[src/rtl/card_dealer.sv]
// card_dealer: draws one card rank (1..13) per request from a 52-card deck.
// The free-running count on i_Seed is latched and reduced modulo 13 by
// repeated subtraction; if the chosen rank already has 4 copies dealt, the
// next rank (13 wraps to 1) is probed until a free copy is found.
//
// Optional feature macro: CARD_HOLD_EN
//   defined   - after a card is chosen, wait HOLD_TICKS pulses of i_Tick2K
//               before presenting it, so the requester sees one handshake
//               covering both the draw and the reveal delay.
//   undefined - the card is presented straight after the deck check;
//               HOLD_TICKS and i_Tick2K are unused.
//
// Handshake: i_Draw / i_NewDeck are sampled only while o_Busy is low (IDLE).
// A request is accepted on the clock edge where it is seen in IDLE. The
// result is announced by a single-cycle o_CardValid pulse, and o_Card /
// o_Points hold that result until the next delivery. o_DbgState exposes the
// FSM state for observation.
module card_dealer #(
    parameter int WIDTH      = 12,
    parameter int HOLD_TICKS = 4000
) (
    input  logic             clk_50M,
    input  logic             i_Reset,
    input  logic             i_Tick2K,
    input  logic [WIDTH-1:0] i_Seed,
    input  logic             i_Draw,
    input  logic             i_NewDeck,
    output logic             o_Busy,
    output logic             o_CardValid,
    output logic [3:0]       o_Card,
    output logic [3:0]       o_Points,
    output logic [5:0]       o_Remaining,
    output logic             o_DeckEmpty,
    output logic [2:0]       o_DbgState
);

    typedef enum logic [2:0] {
        S_IDLE   = 3'd0,
        S_SAMPLE = 3'd1,
        S_REDUCE = 3'd2,
        S_CHECK  = 3'd3,
        S_HOLD   = 3'd4,
        S_DONE   = 3'd5
    } state_t;

    state_t           state_q;
    logic [WIDTH-1:0] val_q;
    logic [3:0]       rank_q;
    logic [2:0]       cnt_q [13];
    logic [5:0]       remaining_q;
    logic             valid_q;
    logic [3:0]       card_q;
    logic [3:0]       points_q;

`ifdef CARD_HOLD_EN
    localparam int HW = (HOLD_TICKS < 2) ? 1 : $clog2(HOLD_TICKS + 1);
    logic [HW-1:0] hold_q;
`else
    // The reveal delay is timed by the requester in this build.
    localparam int unused_hold_ticks = HOLD_TICKS;
    logic unused_tick;
    assign unused_tick = i_Tick2K;
`endif

    // Derived values for the probe in CHECK.
    logic [3:0] rank_idx_d;
    logic [2:0] cnt_sel_d;
    logic [3:0] rank_next_d;
    logic [3:0] points_d;

    // Select the count of the rank being probed and precompute the wrap and
    // the point value of that rank.
    always_comb begin
        rank_idx_d  = (rank_q == 4'd0) ? 4'd0 : rank_q - 4'd1;
        cnt_sel_d   = (rank_idx_d <= 4'd12) ? cnt_q[rank_idx_d] : 3'd4;
        rank_next_d = (rank_q >= 4'd13) ? 4'd1 : rank_q + 4'd1;
        points_d    = (rank_q >= 4'd10) ? 4'd10 : rank_q;
    end

    // Main FSM: deck bookkeeping, seed reduction, probing and delivery.
    always_ff @(posedge clk_50M) begin
        if (i_Reset) begin
            state_q     <= S_IDLE;
            val_q       <= '0;
            rank_q      <= 4'd0;
            remaining_q <= 6'd52;
            valid_q     <= 1'b0;
            card_q      <= 4'd0;
            points_q    <= 4'd0;
            for (int i = 0; i < 13; i++) cnt_q[i] <= 3'd0;
`ifdef CARD_HOLD_EN
            hold_q      <= '0;
`endif
        end else begin
            valid_q <= 1'b0;
            case (state_q)
                S_IDLE: begin
                    if (i_NewDeck) begin
                        for (int i = 0; i < 13; i++) cnt_q[i] <= 3'd0;
                        remaining_q <= 6'd52;
                    end else if (i_Draw && (remaining_q != 6'd0)) begin
                        state_q <= S_SAMPLE;
                    end
                end
                S_SAMPLE: begin
                    val_q   <= i_Seed;
                    state_q <= S_REDUCE;
                end
                S_REDUCE: begin
                    if (val_q >= WIDTH'(13)) begin
                        val_q <= val_q - WIDTH'(13);
                    end else begin
                        rank_q  <= val_q[3:0] + 4'd1;
                        state_q <= S_CHECK;
                    end
                end
                S_CHECK: begin
                    if (cnt_sel_d < 3'd4) begin
                        cnt_q[rank_idx_d] <= cnt_sel_d + 3'd1;
                        remaining_q       <= remaining_q - 6'd1;
`ifdef CARD_HOLD_EN
                        hold_q  <= '0;
                        state_q <= S_HOLD;
`else
                        state_q  <= S_DONE;
                        valid_q  <= 1'b1;
                        card_q   <= rank_q;
                        points_q <= points_d;
`endif
                    end else begin
                        rank_q <= rank_next_d;
                    end
                end
                S_HOLD: begin
`ifdef CARD_HOLD_EN
                    if (i_Tick2K) begin
                        if (hold_q >= HW'(HOLD_TICKS - 1)) begin
                            state_q  <= S_DONE;
                            valid_q  <= 1'b1;
                            card_q   <= rank_q;
                            points_q <= points_d;
                        end else begin
                            hold_q <= hold_q + HW'(1);
                        end
                    end
`else
                    state_q <= S_IDLE;
`endif
                end
                S_DONE: begin
                    state_q <= S_IDLE;
                end
                default: begin
                    state_q <= S_IDLE;
                end
            endcase
        end
    end

    assign o_Busy      = (state_q != S_IDLE);
    assign o_CardValid = valid_q;
    assign o_Card      = card_q;
    assign o_Points    = points_q;
    assign o_Remaining = remaining_q;
    assign o_DeckEmpty = (remaining_q == 6'd0);
    assign o_DbgState  = state_q;

endmodule

[config.mk]
export PLATFORM = sky130hd
export DESIGN_NAME = card_dealer
export DESIGN_NICKNAME = d
export VERILOG_FILES = /design/src/rtl/card_dealer.sv
export SDC_FILE = /design/constraint.sdc
export NUM_CORES = 1
export LEC_CHECK = 0
export ABC_AREA = 1
export CAP_MARGIN = 30
export CORE_MARGIN = 2
export CORE_UTILIZATION = 35
export DETAILED_ROUTE_END_ITERATION = 8
export SLEW_MARGIN = 40
export SYNTH_ARGS = -nofsm -noshare
export SYNTH_HDL_FRONTEND = slang
export SYNTH_SLANG_ARGS = --single-unit
[constraint.sdc]
create_clock -name clk_50M -period 7.4 [get_ports clk_50M]
set_input_delay 1.11 -clock clk_50M [delete_from_list [all_inputs] [get_ports clk_50M]]
set_output_delay 1.11 -clock clk_50M [all_outputs]
set_load 0.02 [all_outputs]
# Word-level counts from Yosys, hierarchy flattened
# Memories as Yosys holds them, arrays and structs flattened.
# Index checks and enable logic that the tools add are counted.
[classes] n_addsub=6 order_cmp=5 eq_ne=10 muxes=43 n_bitwise=13 reduce_logical=15
[ops] cell="$mux 3" n=19
[ops] cell="$mux 4" n=6
[ops] cell="$pmux 12 s2" n=1
[ops] cell="$ne 2x2->1 const B" n=7
[ops] cell="$or 1x1->1" n=13
[ops] cell="$ge 12x4->1 const B" n=1
[ops] cell="$mux 12" n=1
[ops] cell="$mux 6" n=2
[ops] cell="$pmux 3 s4" n=1
[ops] cell="$pmux 6 s2" n=1
[ops] cell="$sub 12x4->12 const B" n=1
[ops] cell="$mux 1" n=11
[ops] cell="$add 4x1->4 const B" n=2
[ops] cell="$ge 4x4->1 const B" n=2
[ops] cell="$pmux 4 s2" n=1
[ops] cell="$eq 3x2->1 const B" n=2
[ops] cell="$logic_not 6->1" n=1
[ops] cell="$reduce_and 3->1" n=2
[ops] cell="$reduce_bool 2->1" n=3
[ops] cell="$reduce_bool 6->1" n=1
[ops] cell="$sub 6x1->6 const B" n=1
[ops] cell="$le 4x4->1 const B" n=1
[ops] cell="$logic_not 4->1" n=1
[ops] cell="$reduce_and 2->1" n=2
[ops] cell="9 further kinds" n=9
[word_totals] register_bits=34 ram_bits=39 inputBits=17 wordCells=100 n_memories=1
[memory_table] memory="cnt_q" words=13 word_bits=3 read_ports=1 rd_ports_with_merged_regs=0 wr=13 line_no="49" rtl="logic [2:0] cnt_q [13];"

# Logic depth before layout (Yosys ltp)
[depth] word_depth=11 mapped_depth=20 depth_no_buf=18

# Worst setup path before layout
# OpenSTA, ideal clock, no wires.
[synth_path] path_type="flip-flop to flip-flop" from="reg rank_q[0]" to="mem cnt_q[0][1] (data pin)" setup_ns=0.266 arrival_ns=3.006 setup_slack_ns=4.128 stages_incl_launch_ff=18 path_buffers=4 period_less_slack_ns=3.272 path_cell_list="dfxtp_1 > buf_2 > inv_2 > buf_2 > ha_1 > inv_2 > nand2_4 > o21ai_4 > inv_4 > o22ai_1 > o31ai_1 > o21ai_0 > nor2_1 > buf_2 > ha_1 > inv_1 > clkbuf_1 > nor2_1"
[synth_rtl] item="start, declared" line_no="48" rtl="logic [3:0] rank_q;"
[synth_rtl] item="start signal, assigned" line_no="113" rtl="rank_q <= val_q[3:0] + 4'd1;"
[synth_rtl] item="start signal, assigned" line_no="131" rtl="rank_q <= rank_next_d;"
[synth_rtl] item="end, declared" line_no="49"

==> results.py <==
metrics = {
    "critical_path": {
        "crit_end": "cnt_q[13][2]",
        "reg2regPathDepth": 14,
        "crit_buf_inv": 4,
        "r2r-start": "rank_q[0]",
        "critPathKind": "flip-flop to flip-flop",
        "cp_slowest_cell": "xor2_2",
        "rrSetupSlack_ns": 3.38,
        "critical-path-top-delay-family": "simple AND/OR/NAND/NOR gates",
        "worstPathRequired_ns": 7.44,
        "cp.depth": 14,
        "start_kind": "flip-flop",
        "cp_common_cell": "inv_1",
        "cp-end-kind": "flip-flop",
        "worstPathCellList": "inv_2, ha_1, nand2_4, nand2_4, nor2_2, inv_1, o22ai_1, nor3_1, o21ai_0, nor2_1, ha_1, inv_1, xor2_2, inv_1",
        "critPathMaxStageDelay_ns": 0.59,
        "reg2reg_to": "cnt_q[13][2]",
        "cp_max_fo": 18,
        "worstSetupStartpoint": "rank_q[0]",
        "crit_arrival_ns": 4.05,
    },
    "synthesis": {
        "ys_types": 38,
        "ys_ff_latch": 79,
        "netlist_top_cells_count": "nand2_1, nor2_1, edfxtp_1",
        "synth_edf_count": 45,
        "post-synth-top-area-cell": "edfxtp_1",
        "yosysTopAreaCellShare_pct": 32.0,
        "yosys_most_used_dff": "edfxtp_1",
        "netlist_area_um2": 4220,
        "netlist_top_cells_area": "edfxtp_1, dfxtp_1, nand2_1",
        "syn_inst": 498,
        "syn_avg_cell_area_um2": 8.47,
        "yosysSeqAreaShare_pct": 48.2,
        "ys_warn_count": 0,
        "synth.most_common_cell": "nand2_1",
        "async_flop_share_pct": 0,
    },
    "clock_tree": {
        "clockRootBuffer": "clkbuf_16",
        "numCtsBuffers": 9,
        "clockBufferDepth": 2,
        "clk_pin_slew_worst_paths_ns": 0.06,
        "cts_tree": "done",
        "cts-resized-gates": 0,
        "post_cts_buffers": 0,
        "cts.sinks": 79,
        "hold_buffers": 0,
        "insertion_delay_ns": 0.34,
        "htreeDepth": 3,
    },
    "sta": {
        "max_clock_freq_ghz": 0.249,
        "clock-skew-final_ns": 0.00914,
        "hold_viol": 0,
        "tightest_slew_ns": 0.731,
        "max_slew_margin_pct": 51.2,
        "rsz0062_at_grt": "false",
        "period_needed_ns": 4.02,
        "setup_viol": 0,
        "setup_tns_ns": 0,
        "timing.final.crit_share_pct": 54.3,
        "layout_setup_ws_ns": 3.38,
        "finalMaxSlewViolations": 0,
    },
    "placed_design": {
        "place_ws_ns": 3.37,
        "gp_congestion": 0.814,
        "hpwlAfterDp_um": 6610,
        "port_buffers": 35,
        "place_inst": 671,
    },
    "floorplanning": {
        "die_x_um": 114,
        "pin_count": 37,
        "rows": 40,
        "die_area_um2": 12900,
        "initial_core_util_pct": 35.4,
        "core_um2": 11900,
        "dieHeight_um": 114,
    },
    "layout": {
        "antenna_cells": 0,
        "fin_cells": 687,
        "drive_above_1_share_pct": 10.6,
        "fin_nets": 562,
        "utilization_pct": 41.7,
        "syn_to_final_growth_pct": 17.8,
        "n_fill_cell": 1199,
        "seq_area_um2": 2030,
        "multi_input_area_um2": 1910,
    },
    "global_route": {
        "grt_use_total_pct": 15.3,
        "grt_max_degree": 20,
        "grt_pass1_vias": 3270,
        "grt_antenna_before_repair": 0,
        "gr-total-overflow": 0,
        "grt_pass1_wl_um": 15700,
    },
    "flow_run": {
        "maxCapViolations": 0,
    },
    "pwr": {
        "power_mw": 2.45,
        "vdd_drop_max_mv": 0.269,
        "leakagePower_nw": 1.99,
        "p_per_area_nw_per_um2": 492,
    },
    "route": {
        "drt_first_pass_iters": 6,
        "routed_via_density": 4.95,
        "drc": 0,
        "vias": 3399,
        "routedWlPerCell_um": 13.5,
        "ant_nets": 0,
        "totalWireLength_um": 9300,
        "drt_iter0_drc": 289,
    },
    "status": {
        "status": "completed",
    },
    "hold_path": {
        "hp-class": "flip-flop to flip-flop",
        "hp-start": "o_Points[2]",
    },
}
## layout make-up
cell class | instances | area share, %
Clock buffer | 9 | 4.53
Multi-Input combinational cell | 357 | 38.5
Clock inverter | 7 | 1.11
Tap cell | 147 | 3.70
Inverter | 50 | 3.83
Timing Repair Buffer | 38 | 7.50
Sequential cell | 79 | 40.9
## per-stage QoR
stage | hold WS, ns | cell area, µm²
final | 0.469 | 4970
after global routing | 0.494 | 4970
after CTS | 0.473 | 4970
after detailed placement | 0.461 | 4690
after global placement | 0.454 | 4690
after floorplan | 0.464 | 4240
## how the worst min path moves through the flow
stage,to,slack [ns],depth (start not counted)
after floorplan,val_q[8],0.46,2
after global placement,o_Points[3],0.45,2
after detailed placement,o_Points[2],0.46,2
after CTS,o_Points[2],0.47,2
after global routing,o_Points[2],0.49,2
final,o_Points[2],0.47,2
## cell families after synthesis
kind of cell    after synthesis  share of synthesized area [%]
simple gates                244                           27.2
compound gates               85                           12.0
flops                        79                           48.2
buf+inv                      67                           6.97
xor+xnor                     12                           2.67
fa+ha+maj                    10                           2.97
other cells                   1                         0.0889
## registers in the layout, summed over array words and instances, names as in the netlist
register / cells
o_DbgState: 3
o_Points: 4
cnt_q: 45
o_Card: 4
o_CardValid: 1
rank_q: 4
o_Remaining: 6
val_q: 12
## worst reg2reg max path: cells and delay by family, from the launching register on
| kind | cells | cell delay [ns] |
|---|---|---|
| simple gates | 5 | 0.94 |
| compound gates | 2 | 0.36 |
| xor+xnor | 1 | 0.59 |
| buf+inv | 4 | 0.70 |
| fa+ha+maj | 2 | 0.56 |
| flops | 1 | 0.57 |
## per-layer routing
| metal | up-vias | share of wire, % | GRT usage (%) |
|---|---|---|---|
| li1 | 1738 | - | - |
| met3 | 7 | 5.0 | 3.03 |
| met1 | 1570 | 46 | 19.9 |
| met5 | - | 0 | 0 |
| met2 | 84 | 48 | 26.0 |
| met4 | 0 | 1.1 | 4.55 |
## placed cells by master (no fill, tap or decap), drive strengths merged, types with 3 or more instances in the layout
cell type / n
nand4: 10
a31oi: 7
a211oi: 3
conb: 6
dfxtp: 34
ha: 10
a21oi: 25
buf: 3
xnor2: 5
clkinv: 4
nand2: 106
nor3: 13
nor2: 90
clkbuf: 9
o22ai: 3
a22oi: 11
o31ai: 3
clkdlybuf4s50: 35
inv: 52
edfxtp: 45
o211ai: 3
nand3: 25
o21ai: 28
xor2: 7
## report_power, final
part           switching [mW]  internal [mW]  total, mW
Combinational           0.980          0.356       1.34
Clock                   0.181          0.231      0.412
Sequential             0.0816          0.616      0.697
No activity file was read; power rests on OpenSTA's default activity.
